`src/rtl/optest_pkg.sv`:
```
// Shared types and constants for the operator-test sweep block.
// Holds the FSM state enum, MISR polynomial, capture latency and index width.
package optest_pkg;

    typedef enum logic [1:0] {
        IDLE,
        RUN,
        DRAIN,
        DONE
    } state_t;

    localparam logic [15:0] MISR_POLY = 16'h1021;
    localparam int          CAP_LAT   = 2;
    localparam int          IDX_W     = 12;
    localparam int          CNT_W     = 13;

    function automatic logic [15:0] misr_step(
        input logic [15:0] s,
        input logic [7:0]  d
    );
        logic [15:0] fb;
        fb = s[15] ? MISR_POLY : 16'h0000;
        return {s[14:0], 1'b0} ^ fb ^ {8'h00, d};
    endfunction

endpackage

```
`src/rtl/optest_misr.sv`:
```
// 16-bit MISR compacting a stream of 8-bit results.
// Ports: clk, rst (sync), load (sig<=init), en (fold din), din, init, sig.
module optest_misr
    import optest_pkg::*;
(
    input  logic        clk,
    input  logic        rst,
    input  logic        load,
    input  logic        en,
    input  logic [7:0]  din,
    input  logic [15:0] init,
    output logic [15:0] sig
);

    always_ff @(posedge clk) begin
        if (rst) begin
            sig <= init;
        end else if (load) begin
            sig <= init;
        end else if (en) begin
            sig <= misr_step(sig, din);
        end
    end

endmodule

```
`src/rtl/optest_sweep.sv`:
```
// Sweeps every {mode, a, b} vector into a registered shift stage and
// compacts the returned y values into a MISR signature.
// Ports: clk, rst (sync, active-high), start; vector outputs mode/u1/u2/
// s1/s2; y result input; busy, done, signature, count status outputs.
module optest_sweep
    import optest_pkg::*;
#(
    parameter int          MODE_LAST = 15,
    parameter logic [15:0] SIG_INIT  = 16'hFFFF
) (
    input  logic              clk,
    input  logic              rst,
    input  logic              start,
    output logic [6:0]        mode,
    output logic [3:0]        u1,
    output logic [3:0]        u2,
    output logic signed [3:0] s1,
    output logic signed [3:0] s2,
    input  logic [7:0]        y,
    output logic              busy,
    output logic              done,
    output logic [15:0]       signature,
    output logic [12:0]       count
);

    localparam logic [3:0] M_LAST = 4'(MODE_LAST);
    localparam logic [IDX_W-1:0] IDX_LAST = {M_LAST, 8'hFF};

    state_t             state_q;
    state_t             state_d;
    logic [IDX_W-1:0]   idx_q;
    logic [IDX_W-1:0]   idx_d;
    logic               drn_q;
    logic               drn_d;
    logic               start_ok;
    logic               vec_on;
    logic [CAP_LAT-1:0] vld_q;
    logic               cap;
    logic [CNT_W-1:0]   cnt_q;

    always_comb begin
        state_d  = state_q;
        idx_d    = idx_q;
        drn_d    = drn_q;
        start_ok = 1'b0;
        vec_on   = 1'b0;
        unique case (state_q)
            IDLE, DONE: begin
                if (start) begin
                    state_d  = RUN;
                    start_ok = 1'b1;
                    idx_d    = '0;
                    vec_on   = 1'b1;
                end
            end
            RUN: begin
                if (idx_q == IDX_LAST) begin
                    state_d = DRAIN;
                    drn_d   = 1'b0;
                end else begin
                    idx_d  = idx_q + 1'b1;
                    vec_on = 1'b1;
                end
            end
            DRAIN: begin
                // Two cycles let the last vector clear the y pipeline.
                drn_d = 1'b1;
                if (drn_q) begin
                    state_d = DONE;
                end
            end
            default: state_d = IDLE;
        endcase
    end

    assign cap = vld_q[CAP_LAT-1];

    always_ff @(posedge clk) begin
        if (rst) begin
            state_q <= IDLE;
            idx_q   <= '0;
            drn_q   <= 1'b0;
            vld_q   <= '0;
            cnt_q   <= '0;
            mode    <= '0;
            u1      <= '0;
            u2      <= '0;
            s1      <= '0;
            s2      <= '0;
        end else begin
            state_q <= state_d;
            idx_q   <= idx_d;
            drn_q   <= drn_d;
            if (start_ok) begin
                vld_q <= CAP_LAT'(1);
            end else begin
                vld_q <= {vld_q[CAP_LAT-2:0], vec_on};
            end
            if (start_ok) begin
                cnt_q <= '0;
            end else if (cap) begin
                cnt_q <= cnt_q + 1'b1;
            end
            if (vec_on) begin
                mode <= {3'b000, idx_d[11:8]};
                u1   <= idx_d[7:4];
                u2   <= idx_d[3:0];
                s1   <= idx_d[7:4];
                s2   <= idx_d[3:0];
            end else begin
                mode <= '0;
                u1   <= '0;
                u2   <= '0;
                s1   <= '0;
                s2   <= '0;
            end
        end
    end

    optest_misr u_misr (
        .clk  (clk),
        .rst  (rst),
        .load (start_ok),
        .en   (cap),
        .din  (y),
        .init (SIG_INIT),
        .sig  (signature)
    );

    assign count = cnt_q;
    assign busy  = (state_q == RUN) || (state_q == DRAIN);
    assign done  = (state_q == DONE);

endmodule

```
`config.mk`:
```
export PLATFORM = sky130hd
export DESIGN_NAME = optest_sweep
export DESIGN_NICKNAME = d
export VERILOG_FILES = /design/src/rtl/optest_pkg.sv /design/src/rtl/optest_misr.sv /design/src/rtl/optest_sweep.sv
export SDC_FILE = /design/constraint.sdc
export NUM_CORES = 1
export LEC_CHECK = 0
export BUFFER_PORTS_ARGS = -buffer_cell sky130_fd_sc_hd__clkbuf_2
export CORE_MARGIN = 4
export CORE_UTILIZATION = 55
export CTS_BUF_LIST = sky130_fd_sc_hd__clkbuf_8
export DETAILED_ROUTE_END_ITERATION = 8
export PLACE_DENSITY = 0.89
export SLEW_MARGIN = 15
export SYNTH_ARGS = -nofsm -noshare
export SYNTH_HDL_FRONTEND = slang
export SYNTH_SLANG_ARGS = --single-unit
```
`constraint.sdc`:
```
create_clock -name clk -period 2.1 [get_ports clk]
set_input_delay 0.105 -clock clk [delete_from_list [all_inputs] [get_ports clk]]
set_output_delay 0.105 -clock clk [all_outputs]
set_load 0.01 [all_outputs]
```
Word-level counts from Yosys, hierarchy flattened
Index checks and enable logic that the tools add are counted.
Word-level totals
  input bits: 11
  logic and storage cells: 46
  register bits after elaboration: 61
  output and inout bits: 54
Cells by class
  bitwise operators: 3
  multiplexer cells: 15
  reductions and logical operators: 8
  add/subtract/negate cells: 2
  equality and inequality tests: 7
Operators with widths (number)
  $mux 12: 2
  $pmux 12 s2: 1
  $xor 16x16->16: 1
  $xor 16x8->16: 1
  $add 13x1->13 const B: 1
  $mux 13: 1
  $add 12x1->12 const B: 1
  $eq 12x12->1 const B: 1
  $mux 2: 3
  $ne 2x2->1 const B: 3
  $pmux 2 s3: 1
  $reduce_or 2->1: 3
  $mux 1: 5
  $eq 2x2->1 const B: 2
  $pmux 1 s2: 2
  $reduce_and 3->1: 1
  $eq 2x1->1 const B: 1
  $logic_not 2->1: 1
  $reduce_and 2->1: 1
  $reduce_bool 2->1: 1
  $logic_or 1x1->1: 1
  $not 1->1: 1

Longest topological paths before layout
Gate-level depths: netlist of run 1.
  depth after elaboration: 5
  depth in mapped cells: 8
  mapped depth without buffers: 6

Hierarchy
From an unflattened synthesis of run 1, not the netlist that was laid out.
Unflattened totals
  cell total of the unflattened synthesis: 292
  area total of the unflattened synthesis: 2895.3 sq um
By module, submodules not included
  optest_sweep: area each 2102.0 sq um, instances 1, cells an instance 236, seq. area each 840.8 sq um
  optest_misr: area each 793.3 sq um, instances 1, cells an instance 56, seq. area each 480.5 sq um

Worst setup path before layout of run 1
Ideal clock, no wire load.
  path kind: flip-flop to flip-flop
  start: reg state_q[0]
  end: reg idx_q[4]
  path slack: 0.441 ns
  data required time: 1.963 ns
  period minus slack after synthesis: 1.659 ns
  data arrival time: 1.522 ns
  setup time: 0.137 ns
  cell stages (with the launch flop): 7
  path buffers: 0
  cells stage by stage: dfxtp_1 > inv_1 > ha_1 > inv_1 > o21ai_1 > o311ai_0 > a21oi_1
Between the ends
  word-level cells in the longest chain between the ends: 3
  elaborated cells on any way between the ends: 5
  classes of those cells: 2 x eq/ne; 1 x mux; 2 x reduce/logical
Ends and longest elaborated chain
  start: declaration: line optest_sweep.sv:29  | state_t state_q;
  start signal: assignment: line optest_sweep.sv:91  | state_q <= state_d;
  $eq 2x2->1 / $logic_not 2->1 (equally long branches): line optest_sweep.sv:47  | unique case (state_q)
  $reduce_or 2->1: line optest_sweep.sv:47
  $pmux 12 s2 (*): line optest_sweep.sv:47
  end signal: assignment: line optest_sweep.sv:92  | idx_q <= idx_d;
  end: declaration: line optest_sweep.sv:31  | logic [IDX_W-1:0] idx_q;
Every way passes the cells marked *; elsewhere a longest branch is shown, timed or not.
A chain may end at the register's enable or synchronous reset.

Final worst setup path of run 1
  start: reg state_q[0]
  end: reg idx_q[2]
Same word-level chain as after synthesis.

==> impl_metrics.ini, run 1 <==
[drt]
drc = 0
via_per_inst = 5.59
drt_wl_total_mm = 5.69
ant_nets = 0
dr.first_iter.drc_count = 142
wl_per_cell_microns = 13.9
vias = 2287
dr.pass1.iters = 4

[job]
max-cap-violations = 0

[grt]
grt_max_degree = 31
grtUsageTotal = 0.204
antenna_found_initial = 0
grt_pass1_wl_mm = 9.85
grt_pass1_vias = 2182
grt_overflow = 0

[sta]
tns_ns = 0
finClkSkew_ns = 0.00652
finalCritPeriodShare = 0.928
hold_viol = 0
rsz0062_at_grt = false
holdWs_ns = 0.114
finalWorstSetupSlack_ns = 0.151
finalSetupViolCount = 0
tightest_slew_ns = 0.498
slew_viol_final = 0
max_slew_margin = 0.664
layout_min_cycle_time_ns = 1.95
fmax_ghz = 0.513

[min_path]
hold_class = input pin to flop
worstHoldStart = y[2]

[floorplanning]
io_pins = 65
rows = 24
die_h_microns = 77.0
core_sq_um = 4470
die_w_microns = 77.0
die-area_sq_um = 5920
start_util = 0.584

[setup_path]
cp-startpoint = state_q[0]
end_kind = flop
cp_common_cell = inv_1
startpoint_type = flop
r2r_slack_ns = 0.15
crit_arrival_ns = 2.15
cp.buffers_inverters = 3
crit_required_ns = 2.30
critPathMaxStageDelay_ns = 0.48
cpLargestDelayFamily = compound AO/OA/AOI/OAI gates
timing.rr.start = state_q[0]
crit_fanout = 6
worst_path_max_delay_cell = o311ai_0
crit_type = flop to flop
crit_path_cell_trace = inv_1, ha_1, inv_1, o21ai_1, buf_4, o311ai_0, a21oi_1

[power]
powerDensity_nw_per_um2 = 929
p_seq_frac = 0.428
clkPwrFrac = 0.333
power.total_mw = 2.87
switchingPower_mw = 0.895
cellLeakagePower_nw = 1.22
switching_share = 0.312
ir_drop_uv = 523
p_int_mw = 1.98
power.share.combinational = 0.240

[placement]
place_area_sq_um = 2900
portBuffers = 61
hpwlAfterDp_mm = 4.04
place_congestion = 0.870
place_ws_ns = 0.214

[clocking]
post_cts_buffers = 0
cts_tree = done
h-tree-depth = 3
cts_sinks = 58
clockRootBuffer = clkbuf_8
clock_path_buffers = 2
clk_latency_ns = 0.34
cts_buffers = 9
clk_pin_slew_ns = 0.06
holdBufCountCts = 0

[cells_and_area]
fin_nets = 369
final_area_sq_um = 3090
drive_gt1_frac = 0.249
syn2layout_area_growth_pct = 18.2
antenna_cells = 0

[synth]
avgSynthCellArea_sq_um = 8.83
synth-seq-cells = 58
synthFlopType = dfxtp_1
ys_seq_area_frac = 0.444
synth_top_cell_by_area = dfxtp_1
yosys_warnings = 0
synth_edf_count = 0
yosysMostFrequentCell = dfxtp_1
synth_top_cells_by_area = dfxtp_1, xnor2_1, nand2_1
synth_common_cells = dfxtp_1, nand2_1, a21oi_1, o21ai_0, xnor2_1
synth_top_area_frac = 0.444
synth_cell_type_count = 49
syn_inst = 296
synthArstFlopShare = 0
netlist_area_sq_um = 2620

[run_status]
status = completed
[layout by cell type, fill, tap and decap left out, types with 2 or more instances in the layout]
master,n
nor2b_1,4
nor3_1,12
nor2_1,15
nand2_1,35
ha_1,5
or3_1,5
xor2_1,3
o311ai_0,2
nand4_2,2
clkbuf_8,13
clkbuf_2,61
conb_1,3
buf_4,5
clkinv_2,2
a31oi_1,2
nand4_1,5
mux2i_1,8
nand3_1,8
a21oi_1,26
o21ai_0,20
dfxtp_1,58
inv_1,9
a211oi_1,2
nand2b_1,3
nor4_1,6
xnor2_1,16
and3_1,3
and2_1,2
[layout make-up]
class,instances,area [sq um]
Clock buffer,13,179
Clock inverter,2,10.0
Fill cell,354,1380
Inverter,9,33.8
Multi-Input combinational cell,209,1300
Sequential cell,58,1160
Tap cell,52,65.1
Timing Repair Buffer,66,343
[cells by family after synthesis]
kind of cell / count (synthesis) / share of synthesized area
AND/OR/NAND/NOR: 108 / 0.213
multiplexers: 8 / 0.0306
adder cells (fa/ha/maj): 5 / 0.0239
XOR/XNOR: 20 / 0.0722
buffers and inverters: 31 / 0.0622
AO/OA/AOI/OAI: 65 / 0.153
other: 1 / 0.00143
flip-flops: 58 / 0.444
[path summary, 6_finish.rpt]
path,cells after the start,end
worst max-delay path,7,idx_q[2]
worst min-delay path,5,u_misr.sig[2]
worst max register to register,7,idx_q[2]
worst min register to register,1,vld_q[1]
[registers in the layout, indices dropped and copies added (netlist names)]
register    cells
count          13
drn_q           1
idx_q          12
mode            4
s1              4
s2              4
state_q         2
u_misr.sig     16
vld_q           2
[layer usage]
metal	track usage	wire, microns
met5	0	0
met4	0.127	98
met3	0.0445	409
met2	0.314	2660
met1	0.259	2530
[worst reg2reg max path: stages (launching register included)]
cell      delay (ns)
dfxtp_1         0.38
inv_1           0.07
ha_1            0.34
inv_1           0.11
o21ai_1         0.14
buf_4           0.20
o311ai_0        0.48
a21oi_1         0.11
[what timing repair did]
| item | CTS | global route |
|---|---|---|
| endpoints found under the setup margin | 0 | 1 |
| endpoints found under the hold margin | 0 | 0 |
| gates resized for setup | 0 | 1 |
[stage by stage]
step / utilization / instances
final: 0.691 / 409
after CTS: 0.691 / 409
after global routing: 0.691 / 409
after floorplan: - / 298
after global placement: 0.648 / 394
after detailed placement: 0.648 / 394
[power by group through the flow]
stage / registers [mW] / clock network, mW / logic [mW]
floorplan: 1.25 / 0 / 0.476
global placement: 1.24 / 0 / 0.671
detailed placement: 1.25 / 0 / 0.676
CTS: 1.23 / 0.966 / 0.683
global route: 1.24 / 1.02 / 0.763
finish: 1.23 / 0.955 / 0.688
(Power assumes the default switching activity.)
==> run 2: changes to the inputs <==
--- a/config.mk
+++ b/config.mk
@@ -11,7 +11,6 @@
 export CTS_BUF_LIST = sky130_fd_sc_hd__clkbuf_8
 export DETAILED_ROUTE_END_ITERATION = 8
 export PLACE_DENSITY = 0.89
-export SLEW_MARGIN = 15
 export SYNTH_ARGS = -nofsm -noshare
 export SYNTH_HDL_FRONTEND = slang
 export SYNTH_SLANG_ARGS = --single-unit
==> constraint.sdc (replaced) <==
create_clock -name clk -period 1.9 [get_ports clk]
set_input_delay 0.095 -clock clk [delete_from_list [all_inputs] [get_ports clk]]
set_output_delay 0.095 -clock clk [all_outputs]
set_load 0.01 [all_outputs]
==> run 2 against run 1 <==
Effect of this change: combinational power grew 15%; largest cell class unchanged; cell area grew 2.4%; sequential share of layout area shrank 0.89 points; sequential power grew 9.8%; register-to-register slack lost 0.05 ns; highest routed layer unchanged; non-clock buffer count grew 6; first-iteration DRC count grew 25%; wire length grew 3.1%; maximum frequency grew 8.2%; die area is the same; flip-flop and latch count is the same.
==> impl_metrics.ini, run 2 (synthesis results as in run 1) <==
[clocking]
clock_path_buffers = 2
cts_buffers = 9
post_cts_buffers = 0
cts_tree = done
cts_sinks = 58
clk_pin_slew_ns = 0.06
clockRootBuffer = clkbuf_8
h-tree-depth = 3
clk_latency_ns = 0.33

[grt]
grtUsageTotal = 0.214
use_met3 = 0.0480
grt_pass1_vias = 2221
grt_overflow = 0
top_usage_layer = met2
grt_max_degree = 31
grt_use_met2 = 0.336
use_met1 = 0.276
grt_pass1_wl_mm = 10.3
antenna_found_initial = 0

[drt]
vias = 2362
via_per_inst = 5.68
drt_wl_total_mm = 5.87
dr.first_iter.drc_count = 178
ant_nets = 0
drc = 0
wl_per_cell_microns = 14.1
dr.pass1.iters = 4

[setup_path]
reg2reg_depth = 7
r2r_end = idx_q[4]
crit_arrival_ns = 1.99
crit_type = flop to flop
timing.rr.start = state_q[0]
r2r_slack_ns = 0.1
startpoint_type = flop
crit_fanout = 6
crit_path_end = idx_q[4]
cp-startpoint = state_q[0]
crit_required_ns = 2.09
end_kind = flop

[cells_and_area]
antenna_cells = 0
fin_nets = 375
mostFrequentLayoutCell = clkbuf_2
fin_util = 0.707
mostFrequentLayoutCells = clkbuf_2, dfxtp_1, nand2_1, a21oi_1, o21ai_0
nFillCells = 371
regMostFlops = u_misr.sig
drive_gt1_frac = 0.269
syn2layout_area_growth_pct = 21.1
final_cells = 416
largest_register_ff_count = 16

[sta]
finalCritPeriodShare = 0.948
slew_viol_final = 0
finalSetupViolCount = 0
layout_min_cycle_time_ns = 1.80
finalWorstSetupSlack_ns = 0.0986
finClkSkew_ns = 0.00705
hold_viol = 0
tns_ns = 0
fmax_ghz = 0.555
rsz0062_at_grt = false

[floorplanning]
rows = 24
core_sq_um = 4470
die_w_microns = 77.0
start_util = 0.584
io_pins = 65
die-area_sq_um = 5920
die_h_microns = 77.0

[placement]
dp.cells = 400
hpwlAfterDp_mm = 4.22
place_congestion = 0.855
portBuffers = 61
place_ws_ns = 0.0849

[job]
max-cap-violations = 0

[power]
cellLeakagePower_nw = 1.26
powerDensity_nw_per_um2 = 1030
ir_drop_uv = 659

[run_status]
status = completed

[min_path]
hold_class = input pin to flop
-- run 2: how the worst min path moves through the flow --
stage | from | cells after the start | slack, ns | to
floorplan | rst | 1 | 0.18 | idx_q[5]
global placement | vld_q[0] | 1 | 0.41 | vld_q[1]
detailed placement | vld_q[0] | 1 | 0.43 | vld_q[1]
CTS | y[7] | 5 | 0.1 | u_misr.sig[7]
global route | y[4] | 5 | 0.13 | u_misr.sig[4]
finish | y[7] | 5 | 0.11 | u_misr.sig[7]
-- run 2: per-stage QoR --
| stage | instance area, sq um | power (mW) | hold slack (ns) |
|---|---|---|---|
| after global placement | 2950 | 2.13 | 0.412 |
| after CTS | 3150 | 3.28 | 0.0984 |
| after floorplan | 2620 | 1.91 | 0.180 |
| final | 3170 | 3.28 | 0.105 |
| after detailed placement | 2950 | 2.15 | 0.432 |
| after global routing | 3170 | 3.46 | 0.129 |
-- run 2: area by class of cell --
type	instances	area, sq um	share of cell area
inverter	9	33.8	0.0107
timing repair buffer	72	388	0.123
clock inverter	5	52.6	0.0166
multi-input combinational	209	1310	0.415
tap	52	65.1	0.0206
clock buffer	11	151	0.0478
sequential	58	1160	0.367
-- run 2: worst max-delay path, cell delays in order, from the launching register on --
cell and delay [ns]:
dfxtp_1 0.33, inv_1 0.05, ha_1 0.34, inv_1 0.12, o21ai_1 0.09, buf_4 0.17, o311ai_0 0.46, a21oi_1 0.12
-- run 2: power breakdown --
group / switching (mW) / internal (mW)
clock: 0.464 / 0.669
combinational: 0.484 / 0.309
sequential: 0.0555 / 1.29
-- run 2: repair_timing --
| action | in CTS | in global routing |
|---|---|---|
| hold buffers | 0 | 0 |
| resized for setup | 1 | 4 |
| setup endpoints to repair | 1 | 7 |
-- run 2: layer usage --
metal  vias to the layer above  wire, microns
met4                         0            148
met1                      1099           2590
li1                       1160              -
met3                        17            386
met2                        86           2740
met5                         -              0
==> run 3: changes to the inputs <==
==> constraint.sdc (replaced) <==
create_clock -name clk -period 1.9 [get_ports clk]
set_input_delay 0.57 -clock clk [delete_from_list [all_inputs] [get_ports clk]]
set_output_delay 0.57 -clock clk [all_outputs]
set_load 0.01 [all_outputs]
==> run 3 against run 2 <==
Effect of this change: register-to-register slack about the same; wire length down 1.3%; maximum frequency up 0.42%; combinational power up 3.7%; clock skew up 0.0048 ns; critical endpoint is now s1[1]; largest power group unchanged.
==> impl_metrics.ini, run 3 (synthesis results as in run 1) <==
[run_status]
status = completed

[grt]
grt_pass1_vias = 2116
grt_overflow = 0
grtUsageTotal = 0.200
antenna_found_initial = 0
grt_pass1_wl_mm = 9.67
grt_max_degree = 31

[setup_path]
worst_path_max_delay_cell = dfxtp_1
crit_path_end = s1[1]
r2r_slack_ns = 0.11
r2r_end = s1[1]
crit_path_cell_trace = inv_1, ha_2, nor2b_1, a41oi_1, a2111oi_2, and3_1
reg2reg_depth = 6
timing.rr.start = state_q[1]
critPathMaxStageDelay_ns = 0.35
cp-startpoint = state_q[1]
end_kind = flop
crit_type = flop to flop
crit_arrival_ns = 2.06
crit_required_ns = 2.17
startpoint_type = flop
crit_fanout = 8

[floorplanning]
die_w_microns = 77.0
die-area_sq_um = 5920
start_util = 0.584
core_sq_um = 4470
io_pins = 65
die_h_microns = 77.0
rows = 24

[cells_and_area]
multi_input_comb_area_sq_um = 1320
regMostFlops = u_misr.sig
register_area_sq_um = 1160
fin_util = 0.712
syn2layout_area_growth_pct = 21.8
mostFrequentLayoutCells = clkbuf_2, dfxtp_1, nand2_1, a21oi_1, o21ai_0
fin_nets = 377
mostFrequentLayoutCell = clkbuf_2
final_cells = 418
largest_register_ff_count = 16
nFillCells = 344
drive_gt1_frac = 0.265
final_area_sq_um = 3180
antenna_cells = 0

[sta]
max_slew_margin = 0.670
slew_viol_final = 0
finClkSkew_ns = 0.0119
rsz0062_at_grt = false
tns_ns = 0
finalSetupViolCount = 0
finalWorstSetupSlack_ns = 0.106
fmax_ghz = 0.557
tightest_slew_ns = 0.489
holdWs_ns = 0.432
hold_viol = 0
layout_min_cycle_time_ns = 1.79
finalCritPeriodShare = 0.944

[clocking]
clock_path_buffers = 2
cts_tree = done
h-tree-depth = 3
cts_sinks = 58
post_cts_buffers = 0
cts_repair_resize_count = 0
clockRootBuffer = clkbuf_8
holdBufCountCts = 0
cts_buffers = 9
clk_latency_ns = 0.33
clk_pin_slew_ns = 0.06

[drt]
via_per_inst = 5.51
dr.first_iter.drc_count = 141
drc = 0
wl_per_cell_microns = 13.8
dr.pass1.iters = 5
ant_nets = 0
drt_wl_total_mm = 5.79
vias = 2304

[power]
powerDensity_nw_per_um2 = 1030
power.share.combinational = 0.251
p_seq_frac = 0.412
power.total_mw = 3.28
ir_drop_uv = 862
clkPwrFrac = 0.337
cellLeakagePower_nw = 1.27
switching_share = 0.303
p_int_mw = 2.28
switchingPower_mw = 0.991

[placement]
portBuffers = 61
place_congestion = 0.883
hpwlAfterDp_mm = 4.16
place_area_sq_um = 2960
dp.cells = 402
place_ws_ns = 0.120

[job]
max-cap-violations = 0

[min_path]
hold_class = flop to flop
==> run 3: cell count changes in the layout (fill, tap and decap cells not counted), sizes merged <==
cell / change
clkinv: -2
inv: +3
clkinvlp: -1
buf: +2
==> run 3: layout make-up <==
| cell class | instances | area share |
|---|---|---|
| Multi-Input combinational cell | 209 | 0.416 |
| Sequential cell | 58 | 0.365 |
| Timing Repair Buffer | 74 | 0.127 |
| Clock buffer | 11 | 0.0475 |
| Tap cell | 52 | 0.0204 |
| Clock inverter | 5 | 0.0145 |
| Inverter | 9 | 0.0106 |
==> run 3: power groups by stage <==
stage / combinational [mW] / clock [mW] / sequential, mW
final: 0.822 / 1.10 / 1.35
after global routing: 0.900 / 1.19 / 1.36
after CTS: 0.786 / 1.13 / 1.35
after detailed placement: 0.778 / 0 / 1.37
after global placement: 0.771 / 0 / 1.37
after floorplan: 0.526 / 0 / 1.38
==> run 3: worst max-delay path: cells and delay by family (launching register included) <==
family	cells	cell delay, ns
AO/OA/AOI/OAI	2	0.50
flip-flops	1	0.35
buffers and inverters	1	0.11
adder cells (fa/ha/maj)	1	0.29
AND/OR/NAND/NOR	2	0.48
==> run 3: per-layer routing <==
layer / wire length, microns / track usage / vias up / part of all wire
met5: 0 / 0 / - / 0
met4: 117 / 0.0942 / 0 / 0.020
met3: 321 / 0.0539 / 10 / 0.055
met2: 2720 / 0.317 / 72 / 0.47
met1: 2630 / 0.253 / 1057 / 0.45
li1: - / - / 1165 / -
==> run 3: worst min path at each step <==
stage	start	to	slack (ns)	cells past startpoint
6_report	vld_q[0]	vld_q[1]	0.43	1
5_1_grt	vld_q[0]	vld_q[1]	0.45	1
4_1_cts	vld_q[0]	vld_q[1]	0.44	1
3_5_place_dp	vld_q[0]	vld_q[1]	0.42	1
3_3_place_gp	vld_q[0]	vld_q[1]	0.41	1
2_1_floorplan	vld_q[0]	vld_q[1]	0.41	1
